$ cat src/rtl/tdm_one_to_eight_demux_pkg.sv
`default_nettype none
// ============================================================================
//  Module      : tdm_one_to_eight_demux_pkg
//  Description : Shared definitions for the 8-slot TDM mux/demux pair.
//                Slot count, slot-index width and the frame-alignment state
//                encoding live here so both ends agree on slot ordering.
//  Revision    : 1.0 - initial release
// ============================================================================
package tdm_one_to_eight_demux_pkg;

    localparam int N_SLOTS = 8;
    localparam int SEL_W   = $clog2(N_SLOTS);

    // Frame-alignment tracker states
    typedef enum logic [0:0] {
        HUNT   = 1'b0,
        LOCKED = 1'b1
    } state_t;

endpackage : tdm_one_to_eight_demux_pkg
`default_nettype wire

$ cat src/rtl/tdm_slot_counter.sv
`default_nettype none
// ============================================================================
//  Module      : tdm_slot_counter
//  Description : Slot index counter for the TDM demux. Counts 0..N_SLOTS-1
//                and wraps; can be loaded to 1 (frame started by a sync bit)
//                or cleared to 0 (alignment lost).
//  Ports       : clk, rst  - clock, synchronous active-high reset
//                inc       - advance to the next slot
//                load_one  - force the count to 1
//                clear     - force the count to 0
//                count     - current slot index
//                wrap      - high while count is the last slot of the frame
//  Revision    : 1.0 - initial release
// ============================================================================
module tdm_slot_counter
    import tdm_one_to_eight_demux_pkg::*;
(
    input  logic             clk,
    input  logic             rst,
    input  logic             inc,
    input  logic             load_one,
    input  logic             clear,
    output logic [SEL_W-1:0] count,
    output logic             wrap
);

    logic [SEL_W-1:0] r_count;

    // Priority: reset, clear, load, increment. The increment relies on the
    // natural power-of-two rollover from N_SLOTS-1 back to 0.
    always_ff @(posedge clk) begin
        if (rst) begin
            r_count <= '0;
        end else if (clear) begin
            r_count <= '0;
        end else if (load_one) begin
            r_count <= SEL_W'(1);
        end else if (inc) begin
            r_count <= r_count + SEL_W'(1);
        end
    end

    assign count = r_count;
    assign wrap  = (r_count == SEL_W'(N_SLOTS - 1));

endmodule : tdm_slot_counter
`default_nettype wire

$ cat src/rtl/tdm_one_to_eight_demux.sv
`default_nettype none
// ============================================================================
//  Module      : tdm_one_to_eight_demux
//  Description : Receive-side 1:8 TDM demultiplexer. Serial bits arrive one
//                per enabled clock; bit k of each frame lands in dout[k].
//                A frame-sync marker flags slot 0 and a HUNT/LOCKED tracker
//                maintains frame alignment.
//  Ports       : clk, rst    - clock, synchronous active-high reset
//                en          - bit strobe qualifying din and frame_sync
//                din         - serial data bit for the current slot
//                frame_sync  - high with the slot-0 bit of every frame
//                dout        - last completed frame
//                frame_valid - one-cycle pulse when dout updates
//                sync_err    - one-cycle pulse on an alignment violation
//                locked      - high while aligned
//                slot        - index of the next slot expected
//  Revision    : 1.0 - initial release
// ============================================================================
module tdm_one_to_eight_demux
    import tdm_one_to_eight_demux_pkg::*;
(
    input  logic               clk,
    input  logic               rst,
    input  logic               en,
    input  logic               din,
    input  logic               frame_sync,
    output logic [N_SLOTS-1:0] dout,
    output logic               frame_valid,
    output logic               sync_err,
    output logic               locked,
    output logic [SEL_W-1:0]   slot
);

    state_t             r_state;
    state_t             w_next_state;
    logic [N_SLOTS-1:0] r_shadow;
    logic [N_SLOTS-1:0] w_next_shadow;
    logic [N_SLOTS-1:0] r_dout;
    logic [N_SLOTS-1:0] w_next_dout;
    logic               r_frame_valid;
    logic               w_frame_valid;
    logic               r_sync_err;
    logic               w_sync_err;
    logic               r_locked;
    logic               w_cnt_inc;
    logic               w_cnt_load;
    logic               w_cnt_clr;
    logic [SEL_W-1:0]   w_slot;
    logic               w_wrap;

    // Shadow vector holding only the slot-0 bit; used whenever a new frame
    // starts on a sync bit, which also discards any partial frame.
    logic [N_SLOTS-1:0] w_first_bit;
    assign w_first_bit = {{(N_SLOTS-1){1'b0}}, din};

    tdm_slot_counter u_slot_counter (
        .clk      (clk),
        .rst      (rst),
        .inc      (w_cnt_inc),
        .load_one (w_cnt_load),
        .clear    (w_cnt_clr),
        .count    (w_slot),
        .wrap     (w_wrap)
    );

    always_ff @(posedge clk) begin
        if (rst) begin
            r_state       <= HUNT;
            r_shadow      <= '0;
            r_dout        <= '0;
            r_frame_valid <= 1'b0;
            r_sync_err    <= 1'b0;
            r_locked      <= 1'b0;
        end else begin
            r_state       <= w_next_state;
            r_shadow      <= w_next_shadow;
            r_dout        <= w_next_dout;
            r_frame_valid <= w_frame_valid;
            r_sync_err    <= w_sync_err;
            r_locked      <= (w_next_state == LOCKED);
        end
    end

    always_comb begin
        w_next_state  = r_state;
        w_next_shadow = r_shadow;
        w_next_dout   = r_dout;
        w_frame_valid = 1'b0;
        w_sync_err    = 1'b0;
        w_cnt_inc     = 1'b0;
        w_cnt_load    = 1'b0;
        w_cnt_clr     = 1'b0;

        if (en) begin
            case (r_state)
                HUNT: begin
                    // Data is ignored until a sync bit marks slot 0.
                    if (frame_sync) begin
                        w_next_shadow = w_first_bit;
                        w_cnt_load    = 1'b1;
                        w_next_state  = LOCKED;
                    end
                end

                LOCKED: begin
                    if (w_slot == '0) begin
                        if (frame_sync) begin
                            w_next_shadow = w_first_bit;
                            w_cnt_load    = 1'b1;
                        end else begin
                            // Missing sync: alignment lost.
                            w_sync_err    = 1'b1;
                            w_next_state  = HUNT;
                            w_next_shadow = '0;
                            w_cnt_clr     = 1'b1;
                        end
                    end else if (frame_sync) begin
                        // Early sync: restart the frame from this bit.
                        w_sync_err    = 1'b1;
                        w_next_shadow = w_first_bit;
                        w_cnt_load    = 1'b1;
                    end else begin
                        w_next_shadow[w_slot] = din;
                        w_cnt_inc             = 1'b1;
                        if (w_wrap) begin
                            w_next_dout   = {din, r_shadow[N_SLOTS-2:0]};
                            w_frame_valid = 1'b1;
                        end
                    end
                end

                default: begin
                    w_next_state = HUNT;
                end
            endcase
        end
    end

    assign dout        = r_dout;
    assign frame_valid = r_frame_valid;
    assign sync_err    = r_sync_err;
    assign locked      = r_locked;
    assign slot        = w_slot;

endmodule : tdm_one_to_eight_demux
`default_nettype wire
$ cat config.mk
export PLATFORM = sky130hd
export DESIGN_NAME = tdm_one_to_eight_demux
export DESIGN_NICKNAME = d
export VERILOG_FILES = /design/src/rtl/tdm_one_to_eight_demux_pkg.sv /design/src/rtl/tdm_slot_counter.sv /design/src/rtl/tdm_one_to_eight_demux.sv
export SDC_FILE = /design/constraint.sdc
export NUM_CORES = 1
export LEC_CHECK = 0
export CORE_ASPECT_RATIO = 0.9
export CORE_MARGIN = 3
export CORE_UTILIZATION = 49
export CTS_CLUSTER_SIZE = 40
export DETAILED_ROUTE_END_ITERATION = 10
export PLACE_DENSITY = 0.76
export SLEW_MARGIN = 40
export SYNTH_ARGS = -nofsm -noshare
export SYNTH_HDL_FRONTEND = slang
export SYNTH_SLANG_ARGS = --single-unit
$ cat constraint.sdc
create_clock -name clk -period 2 [get_ports clk]
set_input_delay 0.4 -clock clk [delete_from_list [all_inputs] [get_ports clk]]
set_output_delay 0.4 -clock clk [all_outputs]
set_load 0.02 [all_outputs]
Word-level counts from Yosys, hierarchy flattened
Index checks and enable logic that the tools add are counted.
Widths: inputs -> output; s select.
{ "word_totals": {"reg_bits": 22, "in_bits": 5, "output_inout_bits": 14, "wordCells": 48} }
{ "classes": {"addsub": 1, "order_cmp": 2, "eq_ne": 2, "mux": 23, "bitwise_logic": 4, "reduce_logical": 9} }
{ "ops": {"columns": ["cell", "count"], "rows": [
  ["$mux 8", 3],
  ["$mux 1", 16],
  ["$pmux 8 s2", 1],
  ["$bwmux 8", 1],
  ["$reduce_or 3->1", 2],
  ["$reduce_and 5->1", 1],
  ["$reduce_or 5->1", 1],
  ["$lt 3x4->1 const B", 1],
  ["$not 1->1", 4],
  ["$add 3x1->3 const B", 1],
  ["$demux 1 s3", 1],
  ["$eq 3x3->1 const B", 1],
  ["$ge 3x1->1 const B", 1],
  ["$logic_not 3->1", 1],
  ["$ne 2x2->1 const B", 1],
  ["$pmux 1 s2", 1],
  ["$reduce_and 2->1", 1],
  ["$reduce_bool 2->1", 1],
  ["$reduce_or 2->1", 1],
  ["$logic_and 1x1->1", 1]
]} }

Depth between registers and ports, before layout
{ "logic_depth": {"depth_word": 8, "depth_mapped": 10} }

Modules after synthesis
A second synthesis with hierarchy kept.
{ "hier_totals": {"hier_cells": 112, "area_unflattened_um2": 1017.2} }
{ "by_module_without_submodules": {"columns": ["module", "n_inst", "cells_each", "area_each_um2", "seq_area_each_um2"], "rows": [
  ["tdm_one_to_eight_demux", 1, 100, 879.6, 360.3],
  ["tdm_slot_counter", 1, 12, 137.6, 60.1]
]} }

Least setup slack after synthesis
Ideal clock, no wire load.
{ "synth_path": {"path_type": "flip-flop to flip-flop", "from": "register u_slot_counter.r_count[0], in the netlist u_slot_counter.count[0]", "to": "register r_shadow[3]", "setup_ns": 0.092, "arrival_ns": 1.852, "required_time_ns": 1.908, "setup_slack_ns": 0.055, "stages_incl_launch_ff": 8, "path_buffers": 2, "path_cell_list": "dfxtp_1 buf_4 inv_1 ha_1 nor2b_2 or4_1 buf_2 o32ai_1"} }
{ "synth_via": {"elab_chain_cells": 8} }
{ "synth_lines": {"columns": ["item", "line", "source"], "rows": [
  ["from (decl)", "tdm_slot_counter.sv:27", "logic [SEL_W-1:0] r_count;"],
  ["from (signal assigned)", "tdm_slot_counter.sv:39", "r_count <= r_count + SEL_W'(1);"],
  ["$lt 3x4->1 (implied by the code) or $ge 3x1->1 (tied branches)", "tdm_one_to_eight_demux.sv:123", "w_next_shadow[w_slot] = din;"],
  ["$logic_and 1x1->1 (implied by the code)", "tdm_one_to_eight_demux.sv:123", null],
  ["$mux 1 (implied by the code)", "tdm_one_to_eight_demux.sv:123", null],
  ["$demux 1 s3", "tdm_one_to_eight_demux.sv:123", null],
  ["$bwmux 8", "tdm_one_to_eight_demux.sv:123", null],
  ["$mux 8", "tdm_one_to_eight_demux.sv:117", "end else if (frame_sync) begin"],
  ["$mux 8 (*)", "tdm_one_to_eight_demux.sv:106", "if (w_slot == '0) begin"],
  ["$pmux 8 s2 (*)", "tdm_one_to_eight_demux.sv:95", "case (r_state)"],
  ["to (signal assigned)", "tdm_one_to_eight_demux.sv:76", "r_shadow <= w_next_shadow;"],
  ["to (decl)", "tdm_one_to_eight_demux.sv:36", "logic [N_SLOTS-1:0] r_shadow;"]
]} }
Mark *: on every way between the ends. The rest lies on a longest branch, timed or not.
A chain may end at the register's enable or synchronous reset.

Worst setup path in the final report
{ "layout_path": {"from": "register u_slot_counter.r_count[1], in the netlist u_slot_counter.count[1]", "to": "output port slot[1]"} }
{ "layout_lines": {"columns": ["item", "line", "source"], "rows": [
  ["to (decl)", "tdm_one_to_eight_demux.sv:31", "output logic [SEL_W-1:0] slot"]
]} }
No word-level cell between the ends.

==> results_dict.tcl <==
set metrics [dict create \
    synth-edff-count 0 \
    dp_hpwl_um 1550 \
    hold_path.class "register to register" \
    rows 14 \
    synth_cells 111 \
    wl_per_cell_um 13.0 \
    io_buffers 18 \
    cap_violations 0 \
    cts_sinks 21 \
    crit_arrival_ns 1.44 \
    synth_largest_area_cell "dfxtp_1" \
    cp-start-kind "register" \
    grt_remaining_overflow 0 \
    viasPerCell 5.56 \
    clk_latency_ns 0.32 \
    finalSetupTns_ns 0 \
    slew-limit-headroom_pct 65.0 \
    dieArea_sq_um 2530 \
    synth_ff_type "dfxtp_1" \
    drt-initial-drc-count 26 \
    post-route-period-util_pct 92.0 \
    grt_pass1_vias 825 \
    cts_tree "done" \
    synthTopCellsByArea "dfxtp_1 44%, nand2_1 7.4%, ha_1 6.5%" \
    path_max_fanout 9 \
    antenna_found_initial 0 \
    critPathKind "register to output pin" \
    synth.ff_latch_count 21 \
    die_y_um 48.0 \
    drive_gt1_share_pct 14.0 \
    drtPass1Iterations 4 \
    setup_viol 0 \
    num-fill-cells 144 \
    hold_violations 0 \
    outcome "completed" \
    htreeDepth 1 \
    crit_required_ns 1.60 \
    syn_avg_cell_area_sq_um 8.65 \
    ant_nets 0 \
    grt_setup_unrepaired "false" \
    syn_area_sq_um 960 \
    power_density_nw_per_um2 574 \
    dpl.cell_count 156 \
    clk_pin_slew_worst_paths_ns 0.12 \
    top_level_ports 19 \
    grt_pass1_wl_um 3460 \
    clockRootBuffer "clkbuf_4" \
    totalWireLength_um 2080 \
    fmax_mhz 544 \
    fin_nets 147 \
    syn-num-nets 121 \
    rrSetupSlack_ns 0.24 \
    die_w_um 52.7 \
    clockBufferDepth 2 \
    leakage_nw 0.469 \
    multi_input_area_sq_um 492 \
    core_sq_um 1750 \
    diodes 0 \
    regArea_sq_um 423 \
    start_util_pct 54.8 \
    synth_top_cell_area_share_pct 43.8 \
    timing.final.crit_period_ns 1.84 \
    area_delta_synth_final_pct 29.5 \
    yosysSeqAreaShare_pct 43.8 \
    instances_no_fill 160 \
    slew_violations 0 \
    ys_top_cells_by_count "21 x dfxtp_1, 19 x nand2_1, 11 x a21oi_1" \
    gp_congestion 0.879 \
    numCtsBuffers 3 \
    ir_worst_vdd_mv 0.530 \
    yosysMostFrequentCell "dfxtp_1" \
    worstMarginPinSlew_ns 0.522 \
    worstSetupEndpointType "output pin" \
    grt_util_all_layers_pct 19.0 \
    yosysWarningCount 0 \
    drc_errors 0 \
    synth_cell_types 32 \
    grt_max_degree 15 \
    finClkSkew_ns 0.00733 \
    vias 889 \
    synthArstFlopShare_pct 0 \
]
-- path summary, 6_finish.rpt --
kind	from	end	cells after the start
setup / recovery	u_slot_counter.count[1]	slot[1]	2
hold / removal	r_shadow[5]	dout[5]	2
setup reg to reg	u_slot_counter.count[0]	dout[0]	8
hold reg to reg	r_shadow[5]	dout[5]	2
-- stage by stage --
| step | util [%] | instance area [sq um] | total power [mW] | setup slack (ns) | hold slack, ns |
|---|---|---|---|---|---|
| floorplan | - | 960 | 0.480 | 0.0554 | 0.428 |
| global placement | 69.0 | 1210 | 0.510 | -0.0649 | 0.442 |
| detailed placement | 69.0 | 1210 | 0.510 | -0.121 | 0.442 |
| CTS | 70.6 | 1240 | 0.719 | 0.00845 | 0.459 |
| global route | 70.9 | 1240 | 0.742 | 0.0763 | 0.476 |
| finish | 70.9 | 1240 | 0.713 | 0.160 | 0.455 |
-- cells by family after synthesis --
logic type	count (synthesis)	share of synthesized area, %
simple gates	39	21.0
compound gates	33	21.3
flops	21	43.8
buf+inv	11	5.34
fa+ha+maj	5	6.52
mux	2	2.09
-- placed cells by master, fill, tap and decap left out, types with 2 or more instances in the layout --
master and count:
dfxtp_1 19, or3_1 3, ha_1 5, nand2_1 19, and4_1 2, dfxtp_2 2
a21o_1 2, nand4_1 2, and2_1 2, inv_1 4, nor2_1 3, a21oi_1 11
o21ai_0 5, o22ai_1 4, mux2i_1 2, buf_4 10, o31ai_1 4, o32ai_1 2
clkbuf_4 3, clkdlybuf4s50_1 18
-- routing by layer --
metal / routed length (um) / vias to the layer above / track usage (%)
li1: - / 448 / -
met1: 934 / 414 / 22.1
met2: 1010 / 22 / 32.4
met3: 100 / 5 / 5.92
met4: 31 / 0 / 8.67
met5: 0 / - / 0
-- report_power, final --
part           internal, mW  switching [mW]  leakage, nW
clock                0.0749           0.134       0.0177
combinational        0.0342          0.0411        0.281
sequential            0.423         0.00581        0.171
-- registers in the layout (all words and copies together), names as in the netlist --
| name | flops |
|---|---|
| dout | 8 |
| frame_valid | 1 |
| locked | 1 |
| r_shadow | 7 |
| sync_err | 1 |
| u_slot_counter.count | 3 |
-- final cells by class --
cell class	instances	area share (%)
flip-flops and latches	21	34.0
inverters	4	1.21
multi-input cells	79	39.6
clock inverters	1	0.403
well taps	24	2.42
clock buffers	3	1.81
repair buffers	28	20.5
-- worst max-delay path, stage by stage (launching register included) --
cell             delay (ns)
dfxtp_1                0.35
buf_4                  0.16
clkdlybuf4s50_1        0.62
-- timing repair --
action	in CTS	in global routing
endpoints found under the setup margin	0	8
resized for setup	0	3
setup buffers	0	0
hold buffers	0	0
(Power assumes the default switching activity.)
